### src/rtl/picorisc_fetch_pkg.sv
// Shared types and defaults for the picoRISC instruction-fetch sequencer.
package picorisc_fetch_pkg;

  localparam int PSIZE_DEF = 5;
  localparam int ISIZE_DEF = 20;

  typedef logic [PSIZE_DEF-1:0] pc_t;
  typedef logic [ISIZE_DEF-1:0] instr_t;

  localparam instr_t HALT_WORD_DEF = '1;

  typedef enum logic [1:0] {
    IDLE  = 2'd0,
    FETCH = 2'd1,
    HALT  = 2'd2
  } fetch_state_e;

endpackage

### src/rtl/instr_fetch_ctrl_if.sv
// Fetch-side bus: program memory address/data, IR handshake to decode, redirect requests and status.
interface instr_fetch_ctrl_if
  import picorisc_fetch_pkg::*;
#(
  parameter int PSIZE = PSIZE_DEF,
  parameter int ISIZE = ISIZE_DEF
);
  logic [PSIZE-1:0] pc_addr;
  logic [ISIZE-1:0] instr_code;
  logic [ISIZE-1:0] ir;
  logic             ir_valid;
  logic             ir_ready;
  logic             run;
  logic             branch_req;
  logic [PSIZE-1:0] branch_target;
  logic             call_req;
  logic             ret_req;
  logic             halted;
  logic             fault;

  modport master (
    output pc_addr, ir, ir_valid, halted, fault,
    input  instr_code, ir_ready, run, branch_req, branch_target, call_req, ret_req
  );

  modport slave (
    input  pc_addr, ir, ir_valid, halted, fault,
    output instr_code, ir_ready, run, branch_req, branch_target, call_req, ret_req
  );
endinterface

### src/rtl/fetch_ret_stack.sv
// Return-address LIFO for call/return; caller guarantees no push when full and no pop when empty.
module fetch_ret_stack #(
  parameter int DEPTH = 4,
  parameter int WIDTH = 5
) (
  input  logic             i_clk,
  input  logic             i_rst,
  input  logic             i_push,
  input  logic             i_pop,
  input  logic [WIDTH-1:0] i_data,
  output logic [WIDTH-1:0] o_data,
  output logic             o_full,
  output logic             o_empty
);
  localparam int AW = (DEPTH > 1) ? $clog2(DEPTH) : 1;
  localparam int CW = $clog2(DEPTH + 1);

  logic [WIDTH-1:0] r_mem [DEPTH];
  logic [CW-1:0]    r_cnt;
  logic [AW-1:0]    w_wr_idx;
  logic [AW-1:0]    w_top_idx;

  assign w_wr_idx  = AW'(r_cnt);
  assign w_top_idx = AW'(r_cnt - CW'(1));
  assign o_data    = r_mem[w_top_idx];
  assign o_full    = (r_cnt == CW'(DEPTH));
  assign o_empty   = (r_cnt == '0);

  always_ff @(posedge i_clk) begin
    if (i_rst) begin
      r_cnt <= '0;
    end else if (i_push && !o_full) begin
      r_cnt <= r_cnt + CW'(1);
    end else if (i_pop && !o_empty) begin
      r_cnt <= r_cnt - CW'(1);
    end
  end

  // Storage needs no reset; only the count defines what is live.
  always_ff @(posedge i_clk) begin
    if (i_push && !o_full) r_mem[w_wr_idx] <= i_data;
  end
endmodule

### src/rtl/instr_fetch_ctrl.sv
// Instruction-fetch sequencer: owns the PC, latches prog_mem data into IR, handles stall/redirect/halt.
// Optional call/return stack built only when FETCH_CALL_STACK_EN is defined.
//   state | meaning
//   IDLE  | not fetching; redirects move pc, decode may still drain ir
//   FETCH | capturing one instruction per cycle when ir is free or accepted
//   HALT  | stopped on HALT_WORD or stack fault; left only by reset
module instr_fetch_ctrl
  import picorisc_fetch_pkg::*;
#(
  parameter int               PSIZE       = PSIZE_DEF,
  parameter int               ISIZE       = ISIZE_DEF,
  parameter logic [ISIZE-1:0] HALT_WORD   = {ISIZE{1'b1}},
  parameter int               STACK_DEPTH = 4
) (
  input  logic                i_clk,
  input  logic                i_rst,
  instr_fetch_ctrl_if.master  bus
);
  fetch_state_e     r_state;
  logic [PSIZE-1:0] r_pc;
  logic [ISIZE-1:0] r_ir;
  logic             r_ir_valid;
  logic             r_halted;
  logic             r_fault;

  logic             w_ret_go;
  logic             w_call_go;
  logic             w_stk_fault;
  logic [PSIZE-1:0] w_top;
  logic             w_redir;
  logic [PSIZE-1:0] w_target;
  logic             w_active;

  assign w_active = (r_state != HALT);

`ifdef FETCH_CALL_STACK_EN
  logic w_full;
  logic w_empty;

  // Return beats call; an op that would over/underflow becomes a fault instead.
  assign w_ret_go    = w_active & bus.ret_req & ~w_empty;
  assign w_call_go   = w_active & ~bus.ret_req & bus.call_req & ~w_full;
  assign w_stk_fault = w_active & (bus.ret_req ? w_empty : (bus.call_req & w_full));

  fetch_ret_stack #(
    .DEPTH (STACK_DEPTH),
    .WIDTH (PSIZE)
  ) u_ret_stack (
    .i_clk   (i_clk),
    .i_rst   (i_rst),
    .i_push  (w_call_go),
    .i_pop   (w_ret_go),
    .i_data  (r_pc),
    .o_data  (w_top),
    .o_full  (w_full),
    .o_empty (w_empty)
  );
`else
  logic w_unused_stack;
  localparam int STACK_DEPTH_UNUSED = STACK_DEPTH;

  assign w_ret_go       = 1'b0;
  assign w_call_go      = 1'b0;
  assign w_stk_fault    = 1'b0;
  assign w_top          = '0;
  assign w_unused_stack = bus.call_req ^ bus.ret_req;
`endif

  assign w_redir  = w_ret_go | w_call_go | bus.branch_req;
  assign w_target = w_ret_go ? w_top : bus.branch_target;

  always_ff @(posedge i_clk) begin
    if (i_rst) begin
      r_state    <= IDLE;
      r_pc       <= '0;
      r_ir       <= '0;
      r_ir_valid <= 1'b0;
      r_halted   <= 1'b0;
      r_fault    <= 1'b0;
    end else begin
      if (r_ir_valid && bus.ir_ready) r_ir_valid <= 1'b0;
      unique case (r_state)
        IDLE: begin
          if (w_stk_fault) begin
            r_fault  <= 1'b1;
            r_halted <= 1'b1;
            r_state  <= HALT;
          end else begin
            if (w_redir) r_pc <= w_target;
            if (bus.run) r_state <= FETCH;
          end
        end
        FETCH: begin
          if (w_stk_fault) begin
            r_fault  <= 1'b1;
            r_halted <= 1'b1;
            r_state  <= HALT;
          end else if (w_redir) begin
            r_pc       <= w_target;
            r_ir_valid <= 1'b0;
            if (!bus.run) r_state <= IDLE;
          end else if (bus.run && (!r_ir_valid || bus.ir_ready)) begin
            r_ir       <= bus.instr_code;
            r_ir_valid <= 1'b1;
            r_pc       <= r_pc + PSIZE'(1);
            if (bus.instr_code == HALT_WORD) begin
              r_halted <= 1'b1;
              r_state  <= HALT;
            end
          end else if (!bus.run) begin
            r_state <= IDLE;
          end
        end
        HALT: begin
          r_state <= HALT;
        end
        default: r_state <= IDLE;
      endcase
    end
  end

  assign bus.pc_addr  = r_pc;
  assign bus.ir       = r_ir;
  assign bus.ir_valid = r_ir_valid;
  assign bus.halted   = r_halted;
  assign bus.fault    = r_fault;
endmodule

### src/flat_wrapper.sv
// flat-port wrapper written by rule: the top's interface ports become plain ports
module instr_fetch_ctrl_flat import picorisc_fetch_pkg::*;
#(
  parameter int               PSIZE       = PSIZE_DEF,
  parameter int               ISIZE       = ISIZE_DEF,
  parameter logic [ISIZE-1:0] HALT_WORD   = {ISIZE{1'b1}},
  parameter int               STACK_DEPTH = 4
)
  (i_clk, i_rst, bus_pc_addr, bus_ir, bus_ir_valid, bus_halted, bus_fault, bus_instr_code, bus_ir_ready, bus_run, bus_branch_req, bus_branch_target, bus_call_req, bus_ret_req);
  instr_fetch_ctrl_if #(.PSIZE(PSIZE), .ISIZE(ISIZE)) bus_i ();
  input  logic i_clk;
  input  logic i_rst;
  output wire logic [$bits(bus_i.pc_addr)-1:0] bus_pc_addr;
  output wire logic [$bits(bus_i.ir)-1:0] bus_ir;
  output wire logic [$bits(bus_i.ir_valid)-1:0] bus_ir_valid;
  output wire logic [$bits(bus_i.halted)-1:0] bus_halted;
  output wire logic [$bits(bus_i.fault)-1:0] bus_fault;
  input wire logic [$bits(bus_i.instr_code)-1:0] bus_instr_code;
  input wire logic [$bits(bus_i.ir_ready)-1:0] bus_ir_ready;
  input wire logic [$bits(bus_i.run)-1:0] bus_run;
  input wire logic [$bits(bus_i.branch_req)-1:0] bus_branch_req;
  input wire logic [$bits(bus_i.branch_target)-1:0] bus_branch_target;
  input wire logic [$bits(bus_i.call_req)-1:0] bus_call_req;
  input wire logic [$bits(bus_i.ret_req)-1:0] bus_ret_req;
  assign bus_pc_addr = bus_i.pc_addr;
  assign bus_ir = bus_i.ir;
  assign bus_ir_valid = bus_i.ir_valid;
  assign bus_halted = bus_i.halted;
  assign bus_fault = bus_i.fault;
  assign bus_i.instr_code = bus_instr_code;
  assign bus_i.ir_ready = bus_ir_ready;
  assign bus_i.run = bus_run;
  assign bus_i.branch_req = bus_branch_req;
  assign bus_i.branch_target = bus_branch_target;
  assign bus_i.call_req = bus_call_req;
  assign bus_i.ret_req = bus_ret_req;
  instr_fetch_ctrl #(.PSIZE(PSIZE), .ISIZE(ISIZE), .HALT_WORD(HALT_WORD), .STACK_DEPTH(STACK_DEPTH)) u_core (.i_clk(i_clk), .i_rst(i_rst), .bus(bus_i));
endmodule
### config.mk
export PLATFORM = sky130hd
export DESIGN_NAME = instr_fetch_ctrl_flat
export DESIGN_NICKNAME = d
export VERILOG_FILES = /design/src/rtl/picorisc_fetch_pkg.sv /design/src/rtl/instr_fetch_ctrl_if.sv /design/src/rtl/fetch_ret_stack.sv /design/src/rtl/instr_fetch_ctrl.sv /design/src/flat_wrapper.sv
export SDC_FILE = /design/constraint.sdc
export NUM_CORES = 1
export LEC_CHECK = 0
export ABC_AREA = 1
export BUFFER_PORTS_ARGS = -buffer_cell sky130_fd_sc_hd__buf_2
export CELL_PAD_IN_SITES_DETAIL_PLACEMENT = 0
export CELL_PAD_IN_SITES_GLOBAL_PLACEMENT = 1
export CORE_ASPECT_RATIO = 0.5
export CORE_MARGIN = 2
export CORE_UTILIZATION = 28
export CTS_CLUSTER_DIAMETER = 120
export CTS_CLUSTER_SIZE = 30
export DETAILED_ROUTE_END_ITERATION = 8
export HOLD_SLACK_MARGIN = 0.1
export PLACE_DENSITY = 0.78
export SLEW_MARGIN = 20
export SYNTH_ARGS = -nofsm -noshare
export SYNTH_HDL_FRONTEND = slang
export SYNTH_HIERARCHICAL = 1
export SYNTH_SLANG_ARGS = --single-unit
### constraint.sdc
create_clock -name i_clk -period 1.1 [get_ports i_clk]
set_input_delay 0.11 -clock i_clk [delete_from_list [all_inputs] [get_ports i_clk]]
set_output_delay 0.11 -clock i_clk [all_outputs]
set_load 0.01 [all_outputs]
==> metrics, run 1 <==
outcome=complete, but fails checks; failing checks=setup timing; Max Cap Viol=0; Switching Fraction=around 24%; Rows=17; final setup violating endpoints=19; Fin. Hold Viols=0; Starting Density=around 30%; Detailed Route WL=~3.5 mm; Critical-path top delay cell=dfxtp_2; top-area cell type share of the netlist area=44.27%; vias=1397; r2r startpoint=u_core/r_state[1]$_SDFFE_PP0P_; max incr delay on CP=between 300 and 400 ps; Ports=60; Critical Path RT=1270 ps; layout cells sized above 1=a little under two fifths; hold path depth=3; Via density=4.393; fmax=roughly 0.85 GHz; Synth top cells by count=45 x nor2_1, 29 x dfxtp_1, 24 x nand2_1, 16 x o21ai_0, 11 x o21ai_1; ys flop type=dfxtp_1; Core Area=4446 sq um; footprint of the multi-input gates=659.4 sq um; total power=2.447 mW; GRT Overall Usage=a little over an eighth; reg2reg path depth=6; Ys Warns=6; Hold Crit Class=in2reg; first-iteration detailed-routing DRC count=24; RSZ-0062 raised after global routing=yes; CTS Buf Count=5; Pint=about 1.9 mW; CTS tree=built; Root Buffer=clkbuf_8; Synth area leader=dfxtp_1; cell area after placement=between 1500 and 2000 sq um; final core occ=between 40% and 50%; final RePlAce weighted congestion=about 0.76; setup_tns=-292.2 ps; Inserted Diodes=0; RR Endpoint=u_core/bus.pc_addr[3]$_SDFFE_PP0P_; initial antenna violation count=0; Logic pwr share=between 10% and 20%; most instantiated library cell after synthesis=nor2_1; Switch Pwr=around 0.60 mW; crit path capture type=flop; Worst-Skew Late Latency=about 270 ps; Worst Setup Slack, final=-79.57 ps; Die W=slightly above 100 um; Seq/Total Area, Yosys=~44%; largest net degree at the start of global routing=22; CP top delay family=simple AND/OR/NAND/NOR gates; crit path cell chain=inv_1, nand2_1, nor2_4, or2_2, a21oi_2, nor2_1; cell area power density=~1200 nW/um^2; clock power share=between 30 and 40%; Synth Cell Area=between 1000 and 1500 sq um; Layout Skew=roughly 3.7 ps; DRT Pass-1 Iters=4; Die Ht=about 52 um; crit path buf inv count=1; post-route minimum period=~1200 ps; # nets final=around 290; Final Cell Area=roughly 2000 sq um; post-synth cell types=25; Post-synth EDFFs=0; CTS clk-pin slew, worst paths=approximately 60 ps; Worst Path Arrival=between 1000 and 1500 ps; final worst path period share=107.2%; Final ANT Viol Nets=0; first-pass GRT wire length=around 5.6 mm; Worst setup SP type=flop; post-synthesis net count=210; final slew viol count=0; clk sinks=29; I/O Buffers=between 50 and 60; FF-to-FF setup slack=-80 ps; Synth async-reset ratio=0%; WL/cell=about 11 um; CP Max Fanout=4; Final HPWL DP=2.453 mm; Synth Instances=between 150 and 200; Area contributors post-synth=dfxtp_1 44%, nor2_1 13%, nand2_1 6.9%; register area=slightly below 600 sq um; Fillers=around 440; Avg Inst Size Synth=~7.4 sq um; CTS max path bufs=2; part of the power in registers=about 46%; Pleak=1.066 nW; vias in the first global route=1330; layout overhead on the synthesized area=55.44%; H-tree depth=2; hold endpoint=u_core/bus.ir[18]$_SDFFE_PP0P_; die area=5280 sq um; Yosys reg bits=29; critical path type=reg2reg; total gr overflow=0; post-route DRC violation count=0; Peak VDD IR=between 0.6 and 0.7 mV; Hold Crit Start=bus_instr_code[18]; Hold WS=roughly 100 ps
logic make-up (layout without fill, tap and decap cells):
family | after synthesis | count (layout) | share of synthesized area, %
compound gates | 34 | 34 | 13.65
flops | 29 | 29 | 44.28
buf+inv | 18 | 102 | 7.728
xor+xnor | 1 | 1 | 0.6681
other cells | 1 | 1 | 0.2860
fa+ha+maj | 1 | 1 | 0.9540
simple gates | 93 | 93 | 32.44
per-stage QoR:
stage               setup WS, ps  cells
CTS                       -50.58    321
finish                    -79.57    318
global route              -147.0    318
floorplan                 -13.92    177
global placement          -95.39    293
detailed placement        -121.6    293
sequential cells by signal, indices dropped and copies added, names as in the netlist:
signal and cells:
u_core/r_state 2, u_core/bus.ir 20, u_core/bus.pc_addr 5, u_core/bus.halted 1, u_core/bus.ir_valid 1
placed cells by master, fill, tap and decap left out, types with 3 or more instances in the layout:
cell            Yosys  routed
buf_2               0      52
nor2_1             45      42
dfxtp_1            29      27
nand2_1            24      22
o21ai_1            11      21
dlygate4sd3_1       0      13
nor2_2             10      12
buf_4               1       9
inv_1               9       8
clkbuf_8            0       7
dlymetal6s4s_1      0       7
o21ai_0            16       6
nand3_1             6       5
nand4_1             4       4
a21oi_2             1       3
worst max-delay path by stage:
| stage | startpoint | to | slack, ps | depth (start not counted) |
|---|---|---|---|---|
| 2_1_floorplan | u_core/r_state[0]$_SDFFE_PP0P_ | u_core/bus.ir[0]$_SDFFE_PP0P_ | -10 | 8 |
| 3_3_place_gp | u_core/r_state[1]$_SDFFE_PP0P_ | u_core/bus.pc_addr[3]$_SDFFE_PP0P_ | -100 | 6 |
| 3_5_place_dp | u_core/r_state[0]$_SDFFE_PP0P_ | u_core/bus.ir[6]$_SDFFE_PP0P_ | -120 | 7 |
| 4_1_cts | u_core/r_state[1]$_SDFFE_PP0P_ | u_core/bus.pc_addr[3]$_SDFFE_PP0P_ | -50 | 6 |
| 5_1_grt | u_core/r_state[1]$_SDFFE_PP0P_ | u_core/bus.pc_addr[3]$_SDFFE_PP0P_ | -150 | 6 |
| 6_report | u_core/r_state[1]$_SDFFE_PP0P_ | u_core/bus.pc_addr[3]$_SDFFE_PP0P_ | -80 | 6 |
per-layer routing:
layer  global-route usage, %  vias to the layer above  wire length (um)  part of all wire [%]
met5                       0                        -                 0                     0
met2                   24.00                       29              1767                    50
met1                   16.32                      638              1646                    46
met3                   3.733                        0               134                   3.8
li1                        -                      730                 -                     -
met4                   3.653                        0                 0                     0
power groups by stage:
stage	logic (mW)	clock network, mW	registers, mW
after CTS	0.377	0.983	1.12
after global routing	0.426	1.03	1.13
after global placement	0.307	0	1.14
after floorplan	0.140	0	1.17
after detailed placement	0.312	0	1.14
final	0.384	0.941	1.12
cell type report:
class / instances / area share, %
Timing Repair Buffer: 83 / 28.30
Tap cell: 57 / 3.499
Clock buffer: 7 / 4.727
Inverter: 11 / 2.271
Clock inverter: 1 / 0.2455
Sequential cell: 29 / 28.61
Multi-Input combinational cell: 130 / 32.35
tightest hold or removal path: cells and delay by family:
kind                   cells  cell delay [ps]
and+or+nand+nor            2              130
buffers and inverters      1               90
timing repair:
action                                 4_1_cts  5_1_grt
setup endpoints to repair                   27       29
hold buffers                                20        0
endpoints found under the hold margin       21        0
pin swaps                                    2        5
resized for setup                           17       16
setup buffers                                0        1
(Power assumes the default switching activity.)
==> inputs of run 2 (changes only) <==
--- a/config.mk
+++ b/config.mk
@@ -11,12 +11,12 @@
 export CELL_PAD_IN_SITES_GLOBAL_PLACEMENT = 1
 export CORE_ASPECT_RATIO = 0.5
 export CORE_MARGIN = 2
-export CORE_UTILIZATION = 28
+export CORE_UTILIZATION = 31
 export CTS_CLUSTER_DIAMETER = 120
 export CTS_CLUSTER_SIZE = 30
 export DETAILED_ROUTE_END_ITERATION = 8
 export HOLD_SLACK_MARGIN = 0.1
-export PLACE_DENSITY = 0.78
+export PLACE_DENSITY = 0.81
 export SLEW_MARGIN = 20
 export SYNTH_ARGS = -nofsm -noshare
 export SYNTH_HDL_FRONTEND = slang
==> constraint.sdc (replaced) <==
create_clock -name i_clk -period 1.2 [get_ports i_clk]
set_input_delay 0.12 -clock i_clk [delete_from_list [all_inputs] [get_ports i_clk]]
set_output_delay 0.12 -clock i_clk [all_outputs]
set_load 0.01 [all_outputs]
==> run 2 against run 1 <==
Effect of this change: the flow now finishes without violations; sequential cell count stayed put; non-clock buffer count is 2 lower; critical path depth stayed put; global-route usage is 1.3 points higher; critical path type unchanged; critical endpoint unchanged.
==> metrics, run 2 (synthesis results as in run 1) <==
initial antenna violation count=0; Final Cell Area=a little under 2000 sq um; largest net degree at the start of global routing=22; Via density=4.339; max incr delay on CP=350 ps; Layout Skew=about 5.5 ps; vias=1358; Worst setup SP type=flop; Critical Path RT=approximately 1400 ps; part of the power in registers=approximately 46%; first-iteration detailed-routing DRC count=58; fmax=between 0.8 and 0.9 GHz; Final HPWL DP=~2.3 mm; Switching Fraction=24.91%; Pleak=1.002 nW; crit path capture type=flop; Ports=60; Hold Crit Class=in2reg; outcome=complete, no violations; CTS Buf Count=5; Peak VDD IR=~0.57 mV; Die Ht=~50 um; layout overhead on the synthesized area=50.86%; layout cells sized above 1=a little under two fifths; Core Area=3984 sq um; clock power share=39.3%; final slew viol count=0; Worst-Skew Late Latency=280 ps; setup_tns=0 ps; Root Buffer=clkbuf_8; CP Max Fanout=4; CTS max path bufs=2; final setup violating endpoints=0; cell area after placement=approximately 1700 sq um; max reg flops=20; clk sinks=29; final worst path period share=97.33%; total gr overflow=0; CTS clk-pin slew, worst paths=approximately 60 ps; GRT Overall Usage=14.85%; Logic pwr share=14.9%; CP top delay family=simple AND/OR/NAND/NOR gates; Switch Pwr=0.5590 mW; critical path type=reg2reg; Worst Path Arrival=~1300 ps; post-route minimum period=about 1200 ps; DRT Pass-1 Iters=4; Starting Density=between 30% and 40%; crit path cell chain=inv_1, nand2_1, nor2_2, or2_2, a21oi_2, nor2_1; Pint=roughly 1.7 mW; Detailed Route WL=between 3 and 4 mm; Inserted Diodes=0; fin cells=~310; Max Cap Viol=0; Setup Buffers After CTS=0; Fillers=401; die area=roughly 4800 sq um; commonest cells after routing, fill and taps aside=56 x buf_2, 42 x nor2_1, 27 x dfxtp_1; Fin. Hold Viols=0; Rows=16; commonest non-fill, non-tap cell in the layout=buf_2; RSZ-0062 raised after global routing=yes; Critical-path top delay cell=dfxtp_2; post-route DRC violation count=0; Final ANT Viol Nets=0; crit path buf inv count=1; H-tree depth=2; dpl cells=287; CTS tree=built; Die W=around 96 um; # nets final=291; final RePlAce weighted congestion=roughly 0.76; first-pass GRT wire length=between 5 and 6 mm; I/O Buffers=between 50 and 60; WL/cell=between 10 and 15 um; vias in the first global route=1253; cell area power density=1134 nW/um^2; total power=~2.2 mW
[run 2: cell types whose count changed in the layout (fill, tap and decap cells not counted), moves of 4 or more]
cell            change
o21ai_0             +9
o21ai_1             -9
dlymetal6s4s_1      -6
buf_2               +4
buf_4               -4
dlygate4sd3_1       +4
[run 2: stage by stage]
stage	hold slack [ps]	setup slack (ps)	util (%)
global placement	328.0	-29.21	41.46
floorplan	182.4	66.98	-
detailed placement	325.0	-65.68	41.46
global route	116.3	-20.86	49.65
CTS	101.4	-2.813	48.78
finish	107.7	32.04	49.65
[run 2: worst reg2reg max path, cell delays in order, from the launching register on]
cell and delay (ps):
dfxtp_2 350, inv_1 90, nand2_1 100, nor2_2 70, or2_2 280, a21oi_2 120
nor2_1 50
[run 2: final cells by class]
cell class / instances / area (sq um) / share of cell area, %
clock buffer: 7 / 96.34 / 4.870
clock inverter: 1 / 5.005 / 0.2530
inverter: 11 / 43.79 / 2.214
multi-input combinational: 130 / 659.4 / 33.33
sequential: 29 / 583.1 / 29.47
tap: 54 / 67.56 / 3.416
timing repair buffer: 81 / 523.0 / 26.44
[run 2: power by group through the flow]
stage | Combinational [mW] | Sequential, mW | Clock (mW)
2_1_floorplan | 0.127 | 1.07 | 0
3_3_place_gp | 0.275 | 1.05 | 0
3_5_place_dp | 0.279 | 1.05 | 0
4_1_cts | 0.327 | 1.03 | 0.902
5_1_grt | 0.372 | 1.03 | 0.954
6_report | 0.334 | 1.03 | 0.883
[run 2: final timing paths]
kind	startpoint	end	slack, ps	cells past startpoint
setup / recovery	u_core/r_state[1]$_SDFFE_PP0P_	u_core/bus.pc_addr[3]$_SDFFE_PP0P_	30	6
setup reg to reg	u_core/r_state[1]$_SDFFE_PP0P_	u_core/bus.pc_addr[3]$_SDFFE_PP0P_	30	6
hold reg to reg	u_core/bus.halted$_SDFFE_PP0P_	u_core/bus.halted$_SDFFE_PP0P_	440	2
hold / removal	bus_instr_code[2]	u_core/bus.ir[2]$_SDFFE_PP0P_	110	3
[run 2: timing repair]
action                     CTS  global route
pin swaps                    0             5
setup endpoints to repair   24             8
hold buffers                18             0
resized for setup            5            11
cloned                       0             1
hold endpoints to repair    19             0
[run 2: per-layer routing]
metal  vias up  track usage, %  wire (um)
met1       600           17.13       1569
met2        29           25.06       1626
li1        725               -          -
met3         4           4.587        175
met5         -               0          0
met4         0           7.143         50
